**config.mk**
```make
export PLATFORM = sky130hd
export DESIGN_NAME = regfile_write_arbiter_flat
export DESIGN_NICKNAME = d
export VERILOG_FILES = /design/src/rtl/regfile_write_arbiter_if.sv /design/src/rtl/regfile_write_arbiter.sv /design/src/flat_wrapper.sv
export SDC_FILE = /design/constraint.sdc
export NUM_CORES = 1
export LEC_CHECK = 0
export BUFFER_PORTS_ARGS = -buffer_cell sky130_fd_sc_hd__buf_4
export CAP_MARGIN = 20
export CORE_MARGIN = 2
export CORE_UTILIZATION = 51
export CTS_CLUSTER_DIAMETER = 30
export DETAILED_ROUTE_END_ITERATION = 8
export GPL_ROUTABILITY_DRIVEN = 0
export GPL_TIMING_DRIVEN = 0
export PLACE_DENSITY = 0.79
export SLEW_MARGIN = 15
export SYNTH_ARGS = -nofsm -noshare
export SYNTH_HDL_FRONTEND = slang
export SYNTH_SLANG_ARGS = --single-unit
export TNS_END_PERCENT = 100
```
**constraint.sdc**
```tcl
create_clock -name clk -period 2.9 [get_ports clk]
set_clock_uncertainty 0.05 [all_clocks]
set_input_delay 0.58 -clock clk [delete_from_list [all_inputs] [get_ports clk]]
set_output_delay 0.58 -clock clk [all_outputs]
set_load 0.1 [all_outputs]
```
**src/rtl/regfile_write_arbiter_if.sv**
```systemverilog
// Bundle of the register-file write arbiter's handshake and bus signals.
//
//   master : pipeline writeback / MultDiv source side. Drives the wb and md
//            request fields, observes md_ready, the register-file write port,
//            the pending-destination mask and wb_stall.
//   slave  : the arbiter itself.
//
// Handshake: an MultDiv result moves into the arbiter on a rising clock edge
// where md_valid && md_ready. md_ready depends only on registered state. The
// master may hold md_valid and the md fields until the transfer completes.
// wb_valid is a single-cycle request with no back-pressure, except that it
// must be 0 in any cycle where wb_stall is 1.
interface regfile_write_arbiter_if;
  logic        wb_valid;
  logic [4:0]  wb_reg;
  logic [31:0] wb_data;
  logic        md_valid;
  logic        md_ready;
  logic [4:0]  md_reg;
  logic [31:0] md_data;
  logic        RegWrite;
  logic [4:0]  write_reg;
  logic [31:0] write_data;
  logic [31:0] pend_mask;
  logic        wb_stall;

  modport master (
    output wb_valid, wb_reg, wb_data, md_valid, md_reg, md_data,
    input  md_ready, RegWrite, write_reg, write_data, pend_mask, wb_stall
  );

  modport slave (
    input  wb_valid, wb_reg, wb_data, md_valid, md_reg, md_data,
    output md_ready, RegWrite, write_reg, write_data, pend_mask, wb_stall
  );
endinterface

```
**src/rtl/regfile_write_arbiter.sv**
```systemverilog
// regfile_write_arbiter
//   Merges pipeline writeback and MultDiv results onto the single GPR write
//   port. Pipeline writes win. MultDiv results wait in a DEPTH-entry FIFO and
//   drain in slots where the pipeline is not writing. The block also exports
//   pend_mask, which shows every destination that is queued or in the output
//   stage, so decode can stall on hazards.
//
// Ports
//   clk  : rising-edge clock
//   rst  : asynchronous active-high reset
//   bus  : regfile_write_arbiter_if.slave
//          (wb_*, md_* requests, md_ready, RegWrite/write_reg/write_data,
//           pend_mask, wb_stall)
//
// Parameters
//   DEPTH      : FIFO entries. Must be a power of two and at least 2.
//   STARVE_MAX : number of consecutive cycles the FIFO may be blocked before
//                a forced drain. Used only when the guard is built in.
//
// Build option
//   REGWB_STARVE_GUARD_EN : when defined, a starvation counter is built in.
//   When it fires, wb_stall is raised for one cycle and the FIFO head is
//   popped in that cycle. When undefined, wb_stall is tied to 0 and pipeline
//   writes have strict priority.
module regfile_write_arbiter #(
  parameter int DEPTH      = 4,
  parameter int STARVE_MAX = 8
) (
  input  logic                    clk,
  input  logic                    rst,
  regfile_write_arbiter_if.slave  bus
);

  localparam int PW = $clog2(DEPTH);

  if (DEPTH < 2 || (DEPTH & (DEPTH - 1)) != 0 || STARVE_MAX < 1) begin : g_bad_param
    $error("regfile_write_arbiter: DEPTH must be a power of two >= 2, STARVE_MAX >= 1");
  end

  // FIFO state
  logic [PW-1:0] rd_ptr_q, rd_ptr_d;
  logic [PW-1:0] wr_ptr_q, wr_ptr_d;
  logic [PW:0]   count_q, count_d;
  logic [4:0]    reg_mem_q  [DEPTH];
  logic [31:0]   data_mem_q [DEPTH];

  // Output stage
  logic          reg_write_q, reg_write_d;
  logic [4:0]    write_reg_q, write_reg_d;
  logic [31:0]   write_data_q, write_data_d;

  logic          stall_q;
  logic          fifo_empty;
  logic          wb_req;
  logic          push;
  logic          pop;
  logic          load_wb;

  assign fifo_empty = (count_q == '0);
  assign bus.md_ready = (count_q != (PW+1)'(DEPTH));
  // A wb write to r0 is not a real request and must not block the FIFO.
  assign wb_req = bus.wb_valid && (bus.wb_reg != 5'd0);
  // An r0 push completes the handshake but is not stored.
  assign push = bus.md_valid && bus.md_ready && (bus.md_reg != 5'd0);

  // Selection for this cycle's output-stage load.
  always_comb begin
    pop     = 1'b0;
    load_wb = 1'b0;
    if (stall_q) begin
      // wb_valid during a stall is a protocol violation and is ignored.
      pop = !fifo_empty;
    end else if (wb_req) begin
      load_wb = 1'b1;
    end else begin
      pop = !fifo_empty;
    end
  end

  always_comb begin
    reg_write_d  = load_wb || pop;
    write_reg_d  = write_reg_q;
    write_data_d = write_data_q;
    if (load_wb) begin
      write_reg_d  = bus.wb_reg;
      write_data_d = bus.wb_data;
    end else if (pop) begin
      write_reg_d  = reg_mem_q[rd_ptr_q];
      write_data_d = data_mem_q[rd_ptr_q];
    end
  end

  // Pointers wrap naturally because DEPTH is a power of two.
  always_comb begin
    rd_ptr_d = pop  ? rd_ptr_q + PW'(1) : rd_ptr_q;
    wr_ptr_d = push ? wr_ptr_q + PW'(1) : wr_ptr_q;
    count_d  = count_q;
    case ({push, pop})
      2'b10:   count_d = count_q + (PW+1)'(1);
      2'b01:   count_d = count_q - (PW+1)'(1);
      default: count_d = count_q;
    endcase
  end

  always_ff @(posedge clk or posedge rst) begin
    if (rst) begin
      rd_ptr_q     <= '0;
      wr_ptr_q     <= '0;
      count_q      <= '0;
      reg_write_q  <= 1'b0;
      write_reg_q  <= 5'd0;
      write_data_q <= 32'd0;
      for (int i = 0; i < DEPTH; i++) reg_mem_q[i] <= 5'd0;
    end else begin
      rd_ptr_q     <= rd_ptr_d;
      wr_ptr_q     <= wr_ptr_d;
      count_q      <= count_d;
      reg_write_q  <= reg_write_d;
      write_reg_q  <= write_reg_d;
      write_data_q <= write_data_d;
      if (push) reg_mem_q[wr_ptr_q] <= bus.md_reg;
    end
  end

  // Data payload needs no reset: an entry is only read when count marks it valid.
  always_ff @(posedge clk) begin
    if (push) data_mem_q[wr_ptr_q] <= bus.md_data;
  end

`ifdef REGWB_STARVE_GUARD_EN
  localparam int SW = $clog2(STARVE_MAX + 1);
  logic [SW-1:0] starve_q, starve_d;
  logic          stall_d;

  // Counts cycles in which a non-empty FIFO loses to wb. The stall flop is
  // raised on the edge where the count reaches STARVE_MAX, so wb_stall is
  // high in the cycle after the STARVE_MAX-th blocked cycle.
  always_comb begin
    starve_d = starve_q;
    stall_d  = 1'b0;
    if (pop || fifo_empty) begin
      starve_d = '0;
    end else if (load_wb) begin
      if (starve_q == SW'(STARVE_MAX - 1)) begin
        stall_d  = 1'b1;
        starve_d = '0;
      end else begin
        starve_d = starve_q + SW'(1);
      end
    end
  end

  always_ff @(posedge clk or posedge rst) begin
    if (rst) begin
      starve_q <= '0;
      stall_q  <= 1'b0;
    end else begin
      starve_q <= starve_d;
      stall_q  <= stall_d;
    end
  end
`else
  assign stall_q = 1'b0;
`endif

  // Pending-destination mask, computed only from registered state.
  logic [31:0]   pend;
  logic [PW-1:0] offset;
  always_comb begin
    pend   = '0;
    offset = '0;
    for (int i = 0; i < DEPTH; i++) begin
      offset = PW'(i) - rd_ptr_q;
      if ({1'b0, offset} < count_q) pend[reg_mem_q[i]] = 1'b1;
    end
    if (reg_write_q) pend[write_reg_q] = 1'b1;
    pend[0] = 1'b0;
  end

  assign bus.pend_mask  = pend;
  assign bus.RegWrite   = reg_write_q;
  assign bus.write_reg  = write_reg_q;
  assign bus.write_data = write_data_q;
  assign bus.wb_stall   = stall_q;

endmodule

```
**src/flat_wrapper.sv**
```systemverilog
// flat-port wrapper written by rule: the top's interface ports become plain ports
module regfile_write_arbiter_flat 
#(
  parameter int DEPTH      = 4,
  parameter int STARVE_MAX = 8
)
  (clk, rst, bus_wb_valid, bus_wb_reg, bus_wb_data, bus_md_valid, bus_md_reg, bus_md_data, bus_md_ready, bus_RegWrite, bus_write_reg, bus_write_data, bus_pend_mask, bus_wb_stall);
  regfile_write_arbiter_if bus_i ();
  input  logic clk;
  input  logic rst;
  input wire logic [$bits(bus_i.wb_valid)-1:0] bus_wb_valid;
  input wire logic [$bits(bus_i.wb_reg)-1:0] bus_wb_reg;
  input wire logic [$bits(bus_i.wb_data)-1:0] bus_wb_data;
  input wire logic [$bits(bus_i.md_valid)-1:0] bus_md_valid;
  input wire logic [$bits(bus_i.md_reg)-1:0] bus_md_reg;
  input wire logic [$bits(bus_i.md_data)-1:0] bus_md_data;
  output wire logic [$bits(bus_i.md_ready)-1:0] bus_md_ready;
  output wire logic [$bits(bus_i.RegWrite)-1:0] bus_RegWrite;
  output wire logic [$bits(bus_i.write_reg)-1:0] bus_write_reg;
  output wire logic [$bits(bus_i.write_data)-1:0] bus_write_data;
  output wire logic [$bits(bus_i.pend_mask)-1:0] bus_pend_mask;
  output wire logic [$bits(bus_i.wb_stall)-1:0] bus_wb_stall;
  assign bus_i.wb_valid = bus_wb_valid;
  assign bus_i.wb_reg = bus_wb_reg;
  assign bus_i.wb_data = bus_wb_data;
  assign bus_i.md_valid = bus_md_valid;
  assign bus_i.md_reg = bus_md_reg;
  assign bus_i.md_data = bus_md_data;
  assign bus_md_ready = bus_i.md_ready;
  assign bus_RegWrite = bus_i.RegWrite;
  assign bus_write_reg = bus_i.write_reg;
  assign bus_write_data = bus_i.write_data;
  assign bus_pend_mask = bus_i.pend_mask;
  assign bus_wb_stall = bus_i.wb_stall;
  regfile_write_arbiter #(.DEPTH(DEPTH), .STARVE_MAX(STARVE_MAX)) u_core (.clk(clk), .rst(rst), .bus(bus_i));
endmodule
```
==> results.ini <==
[run_status]
run_status=complete, but fails checks
violations=setup timing

[cells_and_area]
regMostFlops=u_core.data_mem_q
areaGrowthSynthToFinish_pct=36.44
drive_gt1_frac=0.4121
antenna_cells=0
nets=1053
layoutNonFillerInstCount=1207
largest_register_ffs=128
utilization=0.7104
nFillCells=1172

[timing]
relSlewSlack=0.4429
post-route-min-period_ns=3.268
worst_pin_slew_ns=0.8356
fmax_mhz=306.0
finalCritPeriodShare=1.127
setup_viol=31
hold_violations=0
slew_viol_final=0
holdWs_ns=0.06094
rsz0062_at_grt=yes
worst_slack_ns=-0.3681

[route]
drt_wl_total_mm=27.12
first_pass_iters=7
via_per_inst=6.225
drc=0
wl_per_cell_um=22.47
ant_nets=0
via_count=7514
drt_iter0_drc=699

[placement]
dp_cells=1154
dp_hpwl_mm=17.79
io_buffers=147

[clocking]
cts_buffers=17
clkTransAtPathRegs_ns=0.08
clkLatencyLatePin_ns=0.43
clock-sinks=193
cts_hold_buf=0
cts.htree.levels=4
root_buffer=clkbuf_16
cts_tree=yes
ctsLongestPathBuffers=2

[run]
maxCapViolCount=0

[min_path]
worstHoldPathType=input port to asynchronous set/reset pin

[yosys]
yosys-top-cells-area=edfxtp_1 (41%), dfrtp_1 (17%), mux4_2 (8.9%)
synthXorXnorAreaFrac=0.006532
synthAdderAreaFrac=0.01413
synth_area_leader_cell=edfxtp_1
synth_compound_area_frac=0.08212
syn_avg_cell_area_um2=12.13
syn_inst=774
yosysWarnings=0
synth_top_family_by_area=simple AND/OR/NAND/NOR gates
synth-seq-cells=193
synth-seq-area-share=0.5829
synth_mux_area_frac=0.1208
synthDistinctLibCells=42
synth_top_area_share=0.4095
syn_area_um2=9385
synth-simple-area-share=0.1598

[floorplanning]
dieArea_um2=19500
rows=49
die_h_um=139.7
core-area_um2=18020
io_pins=150
die_w_um=139.7
start_util=0.5207

[worst_setup_path]
critPathSlowestCell=dfrtp_1
crit_type=register to primary output
crit_required_ns=2.27
cp-end-kind=primary output
worst_setup_path_start_kind=register
arrival_ns=2.64
max_stage_delay_ns=0.41
crit_chain=buf_12, xnor2_4, ha_4, nor2b_4, a211oi_4, buf_4, a22oi_2, o211ai_1, buf_6
cp_max_fo=4

[grt]
grt_pass1_vias=7450
grt_pass1_wl_mm=41.21
grt_max_degree=45
grt.overflow.total=0
grtUsageTotal=0.2753
antenna_found_initial=0

worst max-delay path: cells and delay by family, from the launching register on:
family,cells,cell delay (ns)
and+or+nand+nor,1,0.15
DFF,1,0.41
adders and majority gates,1,0.23
buffers and inverters,3,0.60
xor gates and xnor gates,1,0.20
AOI/OAI and AO/OA,3,0.61
metrics by stage:
stage / TNS [ns] / instance area [um2] / setup slack, ns
final: -8.882 / 12800 / -0.3681
after global routing: -10.91 / 12800 / -0.4204
after CTS: -9.422 / 12620 / -0.3957
after detailed placement: -13.62 / 11140 / -0.5569
after global placement: -37.89 / 11060 / -0.5217
after floorplan: -3.672 / 9667 / -0.7769
repair_timing:
action,in CTS,in global routing
pin swaps,18,19
cloned,2,1
setup buffers,15,5
gates resized for setup,179,33
hold endpoints to repair,0,0
endpoints found under the setup margin,31,31
cells in the mapped netlist:
| master | number |
|---|---|
| a211oi_1 | 2 |
| nand2_1 | 107 |
| nor2_1 | 101 |
| or3b_2 | 4 |
| nor4_1 | 5 |
| xor2_1 | 3 |
| nand2b_1 | 17 |
| nor3_1 | 22 |
| or3_1 | 1 |
| or4_1 | 3 |
| mux2_4 | 20 |
| buf_1 | 4 |
| a22oi_1 | 31 |
| dfrtp_1 | 65 |
| a211oi_2 | 5 |
| ha_1 | 9 |
| mux4_2 | 37 |
| a21oi_1 | 29 |
| buf_4 | 4 |
| o21ai_2 | 1 |
| o211ai_1 | 5 |
| o211a_1 | 1 |
| a31oi_1 | 37 |
| xnor2_1 | 4 |
| fa_1 | 1 |
| buf_6 | 2 |
| clkbuf_1 | 28 |
| a32oi_1 | 2 |
| and2_1 | 2 |
| nand3b_1 | 5 |
| buf_2 | 16 |
| or2_2 | 1 |
| inv_1 | 16 |
| nor3b_2 | 1 |
| nand2_8 | 4 |
| edfxtp_1 | 128 |
| nor3b_1 | 1 |
| conb_1 | 1 |
| nand3_1 | 34 |
| o21ai_0 | 2 |
| nand4_1 | 1 |
| nor2b_1 | 12 |
final timing paths:
| path | from | to | slack (ns) | depth (start not counted) |
|---|---|---|---|---|
| max | u_core.rd_ptr_q[0]$_DFFE_PP0P_ | bus_pend_mask[2] | -0.37 | 9 |
| min | rst | u_core.bus.write_data[7]$_DFFE_PP0P_ | 0.06 | 2 |
| max in group asynchronous | rst | u_core.rd_ptr_q[1]$_DFFE_PP0P_ | 2.18 | 3 |
| max reg2reg | u_core.count_q[1]$_DFFE_PP0P_ | u_core.count_q[2]$_DFFE_PP0P_ | 0.10 | 11 |
| min in group clk | bus_md_data[5] | u_core.data_mem_q[0][5]$_DFFE_PP_ | 0.29 | 1 |
| min reg2reg | u_core.bus.write_data[27]$_DFFE_PP0P_ | u_core.bus.write_data[27]$_DFFE_PP0P_ | 0.50 | 2 |
layout make-up:
class | instances | area (um2) | area share
repair buffers | 172 | 1752 | 0.1368
clock buffers | 18 | 429.2 | 0.03352
multi-input cells | 512 | 4294 | 0.3354
clock inverters | 14 | 163.9 | 0.01280
plain buffers | 53 | 342.8 | 0.02677
well taps | 229 | 286.5 | 0.02238
flip-flops and latches | 193 | 5472 | 0.4273
inverters | 16 | 65.06 | 0.005081
cells in the final DEF, fill, tap and decap left out, types with 4 or more instances in the layout:
cell	instances
clkinv_4	4
o211ai_1	5
a21oi_1	13
inv_6	5
nand2b_1	17
edfxtp_1	128
mux2_4	20
buf_4	136
nand3_1	8
buf_2	11
nand2_1	90
nand2_8	4
a22oi_2	21
buf_12	28
nor4_1	5
nor2_1	101
a22oi_1	10
buf_6	15
clkbuf_16	19
ha_1	7
dfrtp_1	64
inv_2	5
clkbuf_1	24
a211oi_4	7
nor3_1	21
nand3b_1	5
nor2b_1	7
inv_1	9
a21oi_2	14
mux4_2	37
nor2b_4	4
nand3_2	10
nand2_4	10
nand3_4	16
a31oi_1	36
nand2_2	7
or3b_2	4
cell families after synthesis:
logic type	after synthesis
DFF	193
AOI/OAI and AO/OA	115
adders and majority gates	10
muxes	57
other	1
xor gates and xnor gates	7
and+or+nand+nor	321
buffers and inverters	70
per-layer routing:
metal | part of all wire | wire length [um] | track usage
met4 | 0.047 | 1263 | 0.1147
met2 | 0.50 | 13430 | 0.4551
met3 | 0.071 | 1931 | 0.05231
met5 | 0 | 0 | 0
met1 | 0.39 | 10500 | 0.3614
Power is not shown: default switching activity piles up to over one toggle a cycle in this logic, so the estimate is an artifact.
